## src/rtl/uart_byte_receiver.sv

```systemverilog
// ============================================================================
// Module      : uart_byte_receiver
// Description : UART 8N1 receiver with 3-sample majority voting, valid/ready
//               holding register and sticky overrun/frame error flags.
//               Define UART_RX_PARITY_EN to receive 8E1 (even parity) frames.
// Revision    : 1.0 - initial release
// ============================================================================
`default_nettype none

module uart_byte_receiver #(
    parameter int CLKS_PER_BIT = 5208,
    parameter int SYNC_STAGES  = 2
) (
    input  logic       sysclk,
    input  logic       reset,
    input  logic       rxd,
    input  logic       rx_ready,
    input  logic       rx_err_clr,
    output logic [7:0] rx_data,
    output logic       rx_valid,
    output logic       rx_busy,
    output logic       rx_overrun,
    output logic       rx_frame_err
);

    localparam int c_CW = $clog2(CLKS_PER_BIT);
    localparam logic [c_CW-1:0] c_MID_M1 = c_CW'(CLKS_PER_BIT / 2 - 1);
    localparam logic [c_CW-1:0] c_MID    = c_CW'(CLKS_PER_BIT / 2);
    localparam logic [c_CW-1:0] c_MID_P1 = c_CW'(CLKS_PER_BIT / 2 + 1);
    localparam logic [c_CW-1:0] c_LAST   = c_CW'(CLKS_PER_BIT - 1);

    localparam logic [2:0] c_ST_IDLE   = 3'd0;
    localparam logic [2:0] c_ST_START  = 3'd1;
    localparam logic [2:0] c_ST_DATA   = 3'd2;
    localparam logic [2:0] c_ST_STOP   = 3'd3;
    localparam logic [2:0] c_ST_BREAK  = 3'd4;
`ifdef UART_RX_PARITY_EN
    localparam logic [2:0] c_ST_PARITY = 3'd5;
`endif

    logic [SYNC_STAGES-1:0] r_sync;
    logic                   r_rxs_d;
    logic [2:0]             r_state;
    logic [c_CW-1:0]        r_cnt;
    logic [2:0]             r_bit_idx;
    logic [7:0]             r_shift;
    logic                   r_s0;
    logic                   r_s1;
    logic                   r_bad;
    logic                   r_busy;
    logic                   r_deliver;
    logic [7:0]             r_data;
    logic                   r_valid;
    logic                   r_overrun;
    logic                   r_frame_err;

    logic w_rxs;
    logic w_maj;
    logic w_at_decide;
    logic w_bit_end;
    logic w_frame_evt;

    assign w_rxs       = r_sync[SYNC_STAGES-1];
    assign w_maj       = (r_s0 & r_s1) | (r_s0 & w_rxs) | (r_s1 & w_rxs);
    assign w_at_decide = (r_cnt == c_MID_P1);
    assign w_bit_end   = (r_cnt == c_LAST);
    assign w_frame_evt = (r_state == c_ST_STOP) && w_at_decide && (!w_maj || r_bad);

    always_ff @(posedge sysclk or negedge reset) begin
        if (!reset) begin
            r_sync <= '1;
        end else begin
            r_sync <= {r_sync[SYNC_STAGES-2:0], rxd};
        end
    end

    always_ff @(posedge sysclk or negedge reset) begin
        if (!reset) begin
            r_rxs_d   <= 1'b1;
            r_state   <= c_ST_IDLE;
            r_cnt     <= '0;
            r_bit_idx <= 3'd0;
            r_shift   <= 8'h00;
            r_s0      <= 1'b1;
            r_s1      <= 1'b1;
            r_bad     <= 1'b0;
            r_busy    <= 1'b0;
            r_deliver <= 1'b0;
        end else begin
            r_rxs_d   <= w_rxs;
            r_deliver <= 1'b0;
            if (r_cnt == c_MID_M1) r_s0 <= w_rxs;
            if (r_cnt == c_MID)    r_s1 <= w_rxs;
            // Counter only runs while a frame is in progress.
            if (r_state == c_ST_IDLE || r_state == c_ST_BREAK)
                r_cnt <= '0;
            else
                r_cnt <= w_bit_end ? '0 : r_cnt + 1'b1;

            case (r_state)
                c_ST_IDLE: begin
                    if (r_rxs_d && !w_rxs) begin
                        r_state <= c_ST_START;
                        r_bad   <= 1'b0;
                    end
                end
                c_ST_START: begin
                    if (w_at_decide) begin
                        if (w_maj) r_state <= c_ST_IDLE;
                        else       r_busy  <= 1'b1;
                    end else if (w_bit_end) begin
                        r_state   <= c_ST_DATA;
                        r_bit_idx <= 3'd0;
                    end
                end
                c_ST_DATA: begin
                    if (w_at_decide) r_shift <= {w_maj, r_shift[7:1]};
                    if (w_bit_end) begin
                        if (r_bit_idx == 3'd7) begin
`ifdef UART_RX_PARITY_EN
                            r_state <= c_ST_PARITY;
`else
                            r_state <= c_ST_STOP;
`endif
                        end else begin
                            r_bit_idx <= r_bit_idx + 3'd1;
                        end
                    end
                end
`ifdef UART_RX_PARITY_EN
                c_ST_PARITY: begin
                    if (w_at_decide) r_bad <= (^r_shift) ^ w_maj;
                    if (w_bit_end)   r_state <= c_ST_STOP;
                end
`endif
                c_ST_STOP: begin
                    // Leave at the decision point so a start edge inside the stop bit is seen.
                    if (w_at_decide) begin
                        r_busy <= 1'b0;
                        if (!w_maj) begin
                            r_state <= c_ST_BREAK;
                        end else begin
                            r_state   <= c_ST_IDLE;
                            r_deliver <= !r_bad;
                        end
                    end
                end
                c_ST_BREAK: begin
                    if (w_rxs) r_state <= c_ST_IDLE;
                end
                default: r_state <= c_ST_IDLE;
            endcase
        end
    end

    always_ff @(posedge sysclk or negedge reset) begin
        if (!reset) begin
            r_data      <= 8'h00;
            r_valid     <= 1'b0;
            r_overrun   <= 1'b0;
            r_frame_err <= 1'b0;
        end else begin
            if (r_deliver) begin
                if (!r_valid || rx_ready) begin
                    r_data  <= r_shift;
                    r_valid <= 1'b1;
                end
            end else if (r_valid && rx_ready) begin
                r_valid <= 1'b0;
            end
            // Clear first so a simultaneous new error leaves the flag set.
            if (rx_err_clr) begin
                r_overrun   <= 1'b0;
                r_frame_err <= 1'b0;
            end
            if (r_deliver && r_valid && !rx_ready) r_overrun <= 1'b1;
            if (w_frame_evt) r_frame_err <= 1'b1;
        end
    end

    assign rx_data      = r_data;
    assign rx_valid     = r_valid;
    assign rx_busy      = r_busy;
    assign rx_overrun   = r_overrun;
    assign rx_frame_err = r_frame_err;

endmodule

`default_nettype wire

```

## config.mk

```make
export PLATFORM = sky130hd
export DESIGN_NAME = uart_byte_receiver
export DESIGN_NICKNAME = d
export VERILOG_FILES = /design/src/rtl/uart_byte_receiver.sv
export SDC_FILE = /design/constraint.sdc
export NUM_CORES = 1
export LEC_CHECK = 0
export CAP_MARGIN = 20
export CORE_UTILIZATION = 30
export CTS_BUF_LIST = sky130_fd_sc_hd__clkbuf_8
export DETAILED_ROUTE_END_ITERATION = 8
export GPL_TIMING_DRIVEN = 0
export PLACE_DENSITY = 0.47
export SLEW_MARGIN = 15
export SYNTH_ARGS = -nofsm -noshare
export SYNTH_HDL_FRONTEND = slang
export SYNTH_SLANG_ARGS = --single-unit
export TNS_END_PERCENT = 50
```

## constraint.sdc

```tcl
create_clock -name sysclk -period 1.7 [get_ports sysclk]
set_input_delay 0.255 -clock sysclk [delete_from_list [all_inputs] [get_ports sysclk]]
set_output_delay 0.255 -clock sysclk [all_outputs]
set_load 0.01 [all_outputs]
```

==> summary.txt, run 1 <==
Outcome
  • Status: complete, but fails checks
  • Failing checks: setup timing

Cells and area
  • Layout Utilization: 39.6%
  • Fill count: 686
  • Nets: 228
  • Area grow syn2layout: 26.3%
  • Post-route design area: between 2000 and 3000 µm²
  • Multi-input logic area: 970 µm²
  • Layout cells sized above 1: a little under a third
  • Sequential cell area: ~1100 µm²
  • Antenna Cells: 0

Synth
  • Ys Warns: 0
  • Number of synthesized flops with an enable pin: 0
  • Asr flop ratio synth: 100%
  • Syn Inst Count: 184
  • Distinct cells, synth: 47
  • Syn nets: 194
  • Synthesized flop and latch total: 45
  • Synthesized area: between 2000 and 2500 µm²
  • Top FF cell, synth: dfrtp_1
  • Avg Inst Size Synth: 11.6 µm²
  • Seq/Total Area, Yosys: between 50% and 60%

Clock tree
  • Deepest clock path buffer count: 2
  • CTS Buf Count: 5
  • TritonCTS clock tree: yes
  • Clk sinks: 45
  • Worst-Skew Late Latency: 0.30 ns
  • H-tree lvl count: 2
  • Clock root buffer: clkbuf_8
  • Clk slew on worst S/H paths: 0.09 ns

Detailed routing
  • DRC: 0
  • DR iter-0 viols: 40
  • Drt wl/cell: roughly 13 µm
  • Antenna Nets Post-Route: 0
  • DR vias/cell: 4.62
  • Post-Route WL: 4020 µm
  • First drt pass iteration count: 4
  • Vias: 1,455

Timing
  • Slew Limit Fails: 0
  • Hold Fails Final Rpt: 0
  • Setup ws final: -0.154 ns
  • RSZ-0062 raised after global routing: yes
  • Fmax: 0.539 GHz
  • Rel. slew slack: 69.1%
  • WHS: between 0.3 and 0.4 ns
  • Least-Margin Pin Slew: roughly 0.46 ns
  • Clock Skew: approximately 0.0063 ns
  • Fin crit period: 1.85 ns
  • Final period utilization: 109%
  • Count of final setup violators: 17

GRT
  • Largest net degree at the start of global routing: 33
  • Initial antenna violation count: 0
  • M2 GR Usage: 17.9%
  • Gr ovfl total: 0
  • Met3 Use GR: 3.24%
  • GRT Overall Usage: approximately an eighth
  • Routing usage on met1: 17.3%
  • First-pass GRT wire length: 7090 µm
  • Number of global-route vias before repair: 1,437
  • Most Used Layer, Global Route: met2

Critical path
  • Worst EP required: 1.87 ns
  • Crit Path Category: reg2reg
  • Crit path DAT: 2.02 ns
  • CP endpoint kind: flip-flop
  • CP Max Fanout: 3
  • Crit start category: flip-flop

Floorplan
  • Total I/O pin count: 17
  • Num rows: 30
  • Core area: 6830 µm²
  • Die area: 7480 µm²
  • Die height: 86.5 µm
  • Die W: 86.5 µm
  • Initial Util: 31.4%

Power
  • Max IR drop VDD: 0.000477 V
  • Power per cell area: 1030 nW/µm²
  • Total Power: 2.79 mW
  • Lkg Pwr: 1.17 nW

Place
  • Dpl hpwl: 2710 µm
  • Setup WS pre-CTS: -0.535 ns
  • Number of port buffers: 16
  • Area post-placement: roughly 2400 µm²
  • Final GP Congestion: 0.755

Hold path
  • Worst hold path class: reg2reg

Run
  • Max Cap Viol: 0
[per-stage QoR]
| step | setup TNS [ns] | cells |
|---|---|---|
| 6_report | -1.87 | 315 |
| 5_1_grt | -3.74 | 315 |
| 4_1_cts | -4.02 | 313 |
| 3_5_place_dp | -11.11 | 297 |
| 3_3_place_gp | -52.67 | 296 |
| 2_1_floorplan | -2.47 | 184 |
[critical path, cell delays in order (launching register included)]
cell and delay (ns):
dfrtp_1 0.39, or4b_4 0.58, or4_4 0.57, nand2_2 0.08
o221ai_2 0.10
[what timing repair did]
| action | 4_1_cts | 5_1_grt |
|---|---|---|
| hold endpoints to repair | 13 | 0 |
| resized for setup | 10 | 12 |
| pin swaps | 5 | 4 |
| cloned | 0 | 0 |
| buffers inserted | 7 | 3 |
| setup endpoints to repair | 32 | 29 |
| hold buffers | 1 | 0 |
[kinds of logic after synthesis]
family	count (synthesis)	share of synthesized area, %
AND/OR/NAND/NOR	66	18.6
buffers and inverters	19	4.79
XOR/XNOR	11	4.50
AO/OA/AOI/OAI	19	5.90
flip-flops	45	52.9
multiplexers	18	9.99
adder cells (fa/ha/maj)	6	3.39
[cell usage in the layout, fill, tap and decap left out, types with 2 or more instances in the layout]
| cell | synthesis | layout |
|---|---|---|
| a21oi_2 | 0 | 2 |
| or3b_2 | 2 | 2 |
| nand2_1 | 9 | 8 |
| nor3_1 | 5 | 5 |
| nor2b_1 | 2 | 2 |
| buf_8 | 1 | 2 |
| o211ai_1 | 2 | 2 |
| clkdlybuf4s50_1 | 0 | 15 |
| a31oi_1 | 2 | 2 |
| dfstp_2 | 5 | 5 |
| mux2_2 | 15 | 15 |
| clkbuf_8 | 0 | 5 |
| and4b_1 | 2 | 2 |
| nand3_1 | 9 | 8 |
| ha_1 | 5 | 4 |
| xnor2_1 | 10 | 10 |
| nor2_1 | 20 | 20 |
| buf_4 | 1 | 11 |
| a21oi_1 | 4 | 2 |
| o22ai_1 | 2 | 2 |
| inv_1 | 12 | 13 |
| nor4b_2 | 0 | 2 |
| nand4_1 | 3 | 3 |
| dfrtp_1 | 40 | 39 |
| mux2_4 | 3 | 3 |
[path summary, 6_finish.rpt]
path / start / end / slack (ns) / cells after the start
worst max-delay path: r_cnt[7] / r_state[0] / -0.15 / 4
worst min register to register: r_sync[0] / r_sync[1] / 0.36 / 0
worst min-delay path: r_sync[0] / r_sync[1] / 0.36 / 0
max in group asynchronous: reset / r_sync[1] / 0.74 / 3
worst max register to register: r_cnt[7] / r_state[0] / -0.15 / 4
min in group asynchronous: reset / r_state[2] / 0.40 / 2
[synthesized netlist by cell type (2+ instances only)]
| cell type | number | share of area, % |
|---|---|---|
| dfrtp_1 | 40 | 47 |
| nor2_1 | 20 | 3.5 |
| mux2_2 | 15 | 7.9 |
| inv_1 | 12 | 2.1 |
| xnor2_1 | 10 | 4.1 |
| nand2_1 | 9 | 1.6 |
| nand3_1 | 9 | 2.1 |
| dfstp_2 | 5 | 6.1 |
| ha_1 | 5 | 2.9 |
| nor3_1 | 5 | 1.2 |
| a21oi_1 | 4 | 0.93 |
| mux2_4 | 3 | 2.1 |
| nand4_1 | 3 | 0.88 |
| nor4b_1 | 3 | 1.2 |
| a31oi_1 | 2 | 0.58 |
| and4b_1 | 2 | 0.93 |
| clkbuf_1 | 2 | 0.35 |
| nor2b_1 | 2 | 0.58 |
| o211ai_1 | 2 | 0.70 |
| o21ai_0 | 2 | 0.47 |
| o22ai_1 | 2 | 0.58 |
| or3b_2 | 2 | 0.82 |
[power by group]
group / total, mW / leakage, nW / internal, mW / switching [mW]
combinational: 0.713 / 0.516 / 0.336 / 0.377
sequential: 1.26 / 0.596 / 1.16 / 0.102
clock: 0.813 / 0.0595 / 0.436 / 0.377
total: 2.79 / 1.17 / 1.93 / 0.856
[state kept, by name (all words and copies together), names as in the netlist, 2 cells and up]
signal,cells
r_state,3
r_shift,8
r_cnt,13
r_sync,2
rx_data,8
r_bit_idx,3
[layer usage]
metal | routed length (µm) | share of wire, %
met1 | 2000 | 50
met2 | 1820 | 45
met3 | 121 | 3.0
met4 | 87 | 2.2
met5 | 0 | 0
[area by class of cell]
| type | instances | share of cell area, % |
|---|---|---|
| inverter | 12 | 1.66 |
| timing repair buffer | 28 | 9.62 |
| clock buffer | 5 | 2.54 |
| sequential | 45 | 41.9 |
| clock inverter | 3 | 1.57 |
| buffer | 6 | 2.45 |
| tap | 96 | 4.44 |
| multi-input combinational | 120 | 35.8 |
(Power assumes the default switching activity.)
==> run 2, diff against run 1 <==
- SLEW_MARGIN: 15 -> 20
==> run 2 against run 1 <==
Against the previous run: largest cell class unchanged; the flow still finishes with violations (setup timing); largest power group unchanged; final cell count shrank 0.95%; first-iteration DRC count up 7.5%; wire length down 2.6%; total power shrank 1.3%; flip-flop and latch count unchanged; clock-buffer cell count is the same; via count fell by 2.8%; sequential share of layout area is 0.75 points higher; sequential power barely moved.
==> summary.txt, run 2 (synthesis gave the netlist of run 1 again) <==
GRT
  • Number of global-route vias before repair: 1,456 (+1.3%)
  • Initial antenna violation count: 0 (unchanged)
  • Gr ovfl total: 0 (unchanged)
  • Largest net degree at the start of global routing: 32 (-3.0%)
  • First-pass GRT wire length: 7080 µm (-0.20%)
  • GRT Overall Usage: 12.2% (-0.16 points)

Clock tree
  • Deepest clock path buffer count: 2 (unchanged)
  • Clock root buffer: clkbuf_8
  • Clk sinks: 45 (unchanged)
  • TritonCTS clock tree: yes
  • H-tree lvl count: 2 (unchanged)
  • Worst-Skew Late Latency: 0.30 ns (about the same)
  • CTS Buf Count: 5 (unchanged)
  • Clk slew on worst S/H paths: 0.09 ns (about the same)

Detailed routing
  • Vias: 1,414 (-2.8%)
  • DR iter-0 viols: 43 (+7.5%)
  • Antenna Nets Post-Route: 0 (unchanged)
  • Drt wl/cell: 12.6 µm (-1.7%)
  • First drt pass iteration count: 4 (unchanged)
  • DRC: 0 (unchanged)
  • DR vias/cell: 4.53 (-1.9%)
  • Post-Route WL: 3920 µm (-2.6%)

Floorplan
  • Die area: 7480 µm² (unchanged)
  • Core area: 6830 µm² (unchanged)
  • Die W: 86.5 µm (unchanged)
  • Total I/O pin count: 17 (unchanged)
  • Initial Util: 31.4% (unchanged)
  • Die height: 86.5 µm (unchanged)
  • Num rows: 30 (unchanged)

Cells and area
  • Sequential cell area: 1130 µm² (unchanged)
  • Most frequent cells in the layout: dfrtp_1, nor2_1, mux2_2, clkdlybuf4s50_1, inv_1
  • Nets: 225 (-1.3%)
  • Area grow syn2layout: 24.1%
  • Layout cells sized above 1: 28.2% (-2.8 points)
  • Antenna Cells: 0 (unchanged)
  • Fill count: 678 (-1.2%)
  • Max FFs per register: 13 (unchanged)
  • Commonest non-fill, non-tap cell in the layout: dfrtp_1
  • Most flop-heavy register: r_cnt
  • Multi-input logic area: 947 µm² (-2.3%)

Hold path
  • Start point of the worst hold path: r_sync[0]
  • Worst hold path class: reg2reg

Timing
  • Final period utilization: 108% (-1.1 points)
  • Rel. slew slack: 65.0% (-4.1 points)
  • RSZ-0062 raised after global routing: yes
  • Fmax: 0.545 GHz (+0.98%)
  • Setup ws final: -0.136 ns (+0.0181 ns)
  • Total Neg Setup Slack: -1.41 ns (+0.452 ns)
  • Least-Margin Pin Slew: 0.512 ns (+0.0494 ns)
  • Hold Fails Final Rpt: 0 (unchanged)
  • Slew Limit Fails: 0 (unchanged)
  • Count of final setup violators: 22 (+5)
  • Clock Skew: 0.00692 ns (+0.000627 ns)
  • Fin crit period: 1.84 ns (-0.0181 ns)

Place
  • Final GP Congestion: 0.755 (unchanged)
  • Number of port buffers: 16 (unchanged)
  • Dpl hpwl: 2640 µm (-2.4%)

Critical path
  • Crit path DAT: 2.03 ns (about the same)
  • Critical-path cell list: or4b_4 -> nor4_4 -> nand3_4 -> mux2_4
  • FF-to-FF Start: r_cnt[7]
  • CP endpoint kind: flip-flop
  • Crit start category: flip-flop
  • Worst path slowest cell: or4b_4
  • Peak per-stage delay on the critical path: 0.57 ns (about the same)
  • Crit Path Category: reg2reg
  • Worst setup startpoint: r_cnt[7]
  • Worst EP required: 1.89 ns (+0.02 ns)
  • CP Max Fanout: 8 (+5)

Outcome
  • Status: complete, but fails checks
  • Failing checks: setup timing

Power
  • Power per cell area: 1040 nW/µm² (+0.48%)
  • Total Power: 2.75 mW (-1.3%)
  • Lkg Pwr: 1.15 nW (-1.9%)
  • Max IR drop VDD: 0.000450 V (-5.7%)

Run
  • Max Cap Viol: 0 (unchanged)
==> run 2: cell types whose count changed in the layout (fill, tap and decap cells not counted), sizes merged <==
cell    before  now
buf         15   11
clkbuf       6    7
==> run 2: stage by stage <==
step	cell area, µm²	hold slack [ns]	cells	utilization (%)	setup slack [ns]
CTS	2640	0.362	313	38.7	-0.301
floorplan	2150	-0.0406	184	-	-0.212
global route	2660	0.362	312	38.9	-0.227
detailed placement	2440	0.210	297	35.7	-0.549
finish	2660	0.361	312	38.9	-0.136
global placement	2430	0.347	296	35.5	-0.987
==> run 2: power breakdown <==
group          switching, mW  leakage [nW]  internal [mW]
combinational          0.361         0.494          0.314
sequential            0.0976         0.596           1.16
clock                  0.384        0.0595          0.436
==> run 2: worst max-delay path: cells and delay by family (launching register included) <==
kind / cells / cell delay, ns
and+or+nand+nor: 3 / 0.99
DFF: 1 / 0.39
muxes: 1 / 0.34
==> run 2: final cells by class <==
type / instances / area share, %
buffer: 6 / 2.40
clock inverter: 3 / 1.60
sequential: 45 / 42.6
tap: 96 / 4.52
timing repair buffer: 25 / 8.94
clock buffer: 5 / 2.59
multi-input combinational: 120 / 35.6
inverter: 12 / 1.69
==> run 2: repair_timing <==
item / 4_1_cts / 5_1_grt
hold endpoints to repair: 14 / 0
setup endpoints to repair: 32 / 29
hold buffers: 1 / 0
setup buffers: 7 / 0
resized for setup: 9 / 6
pin swaps: 5 / 3
==> run 2: worst paths after layout <==
| check | to | slack (ns) | depth (start not counted) |
|---|---|---|---|
| worst max-delay path | r_shift[7] | -0.14 | 4 |
| worst min-delay path | r_sync[1] | 0.36 | 0 |
| worst max register to register | r_shift[7] | -0.14 | 4 |
| worst min register to register | r_sync[1] | 0.36 | 0 |
| max in group asynchronous | r_sync[0] | 0.73 | 3 |
| min in group asynchronous | r_cnt[4] | 0.41 | 2 |
==> run 2: routing by layer <==
metal	global-route usage, %	routed length, µm	up-vias
met5	0	0	-
met4	5.15	76	0
met3	2.86	115	6
met2	18.5	1790	17
met1	16.8	1940	684
li1	-	-	707
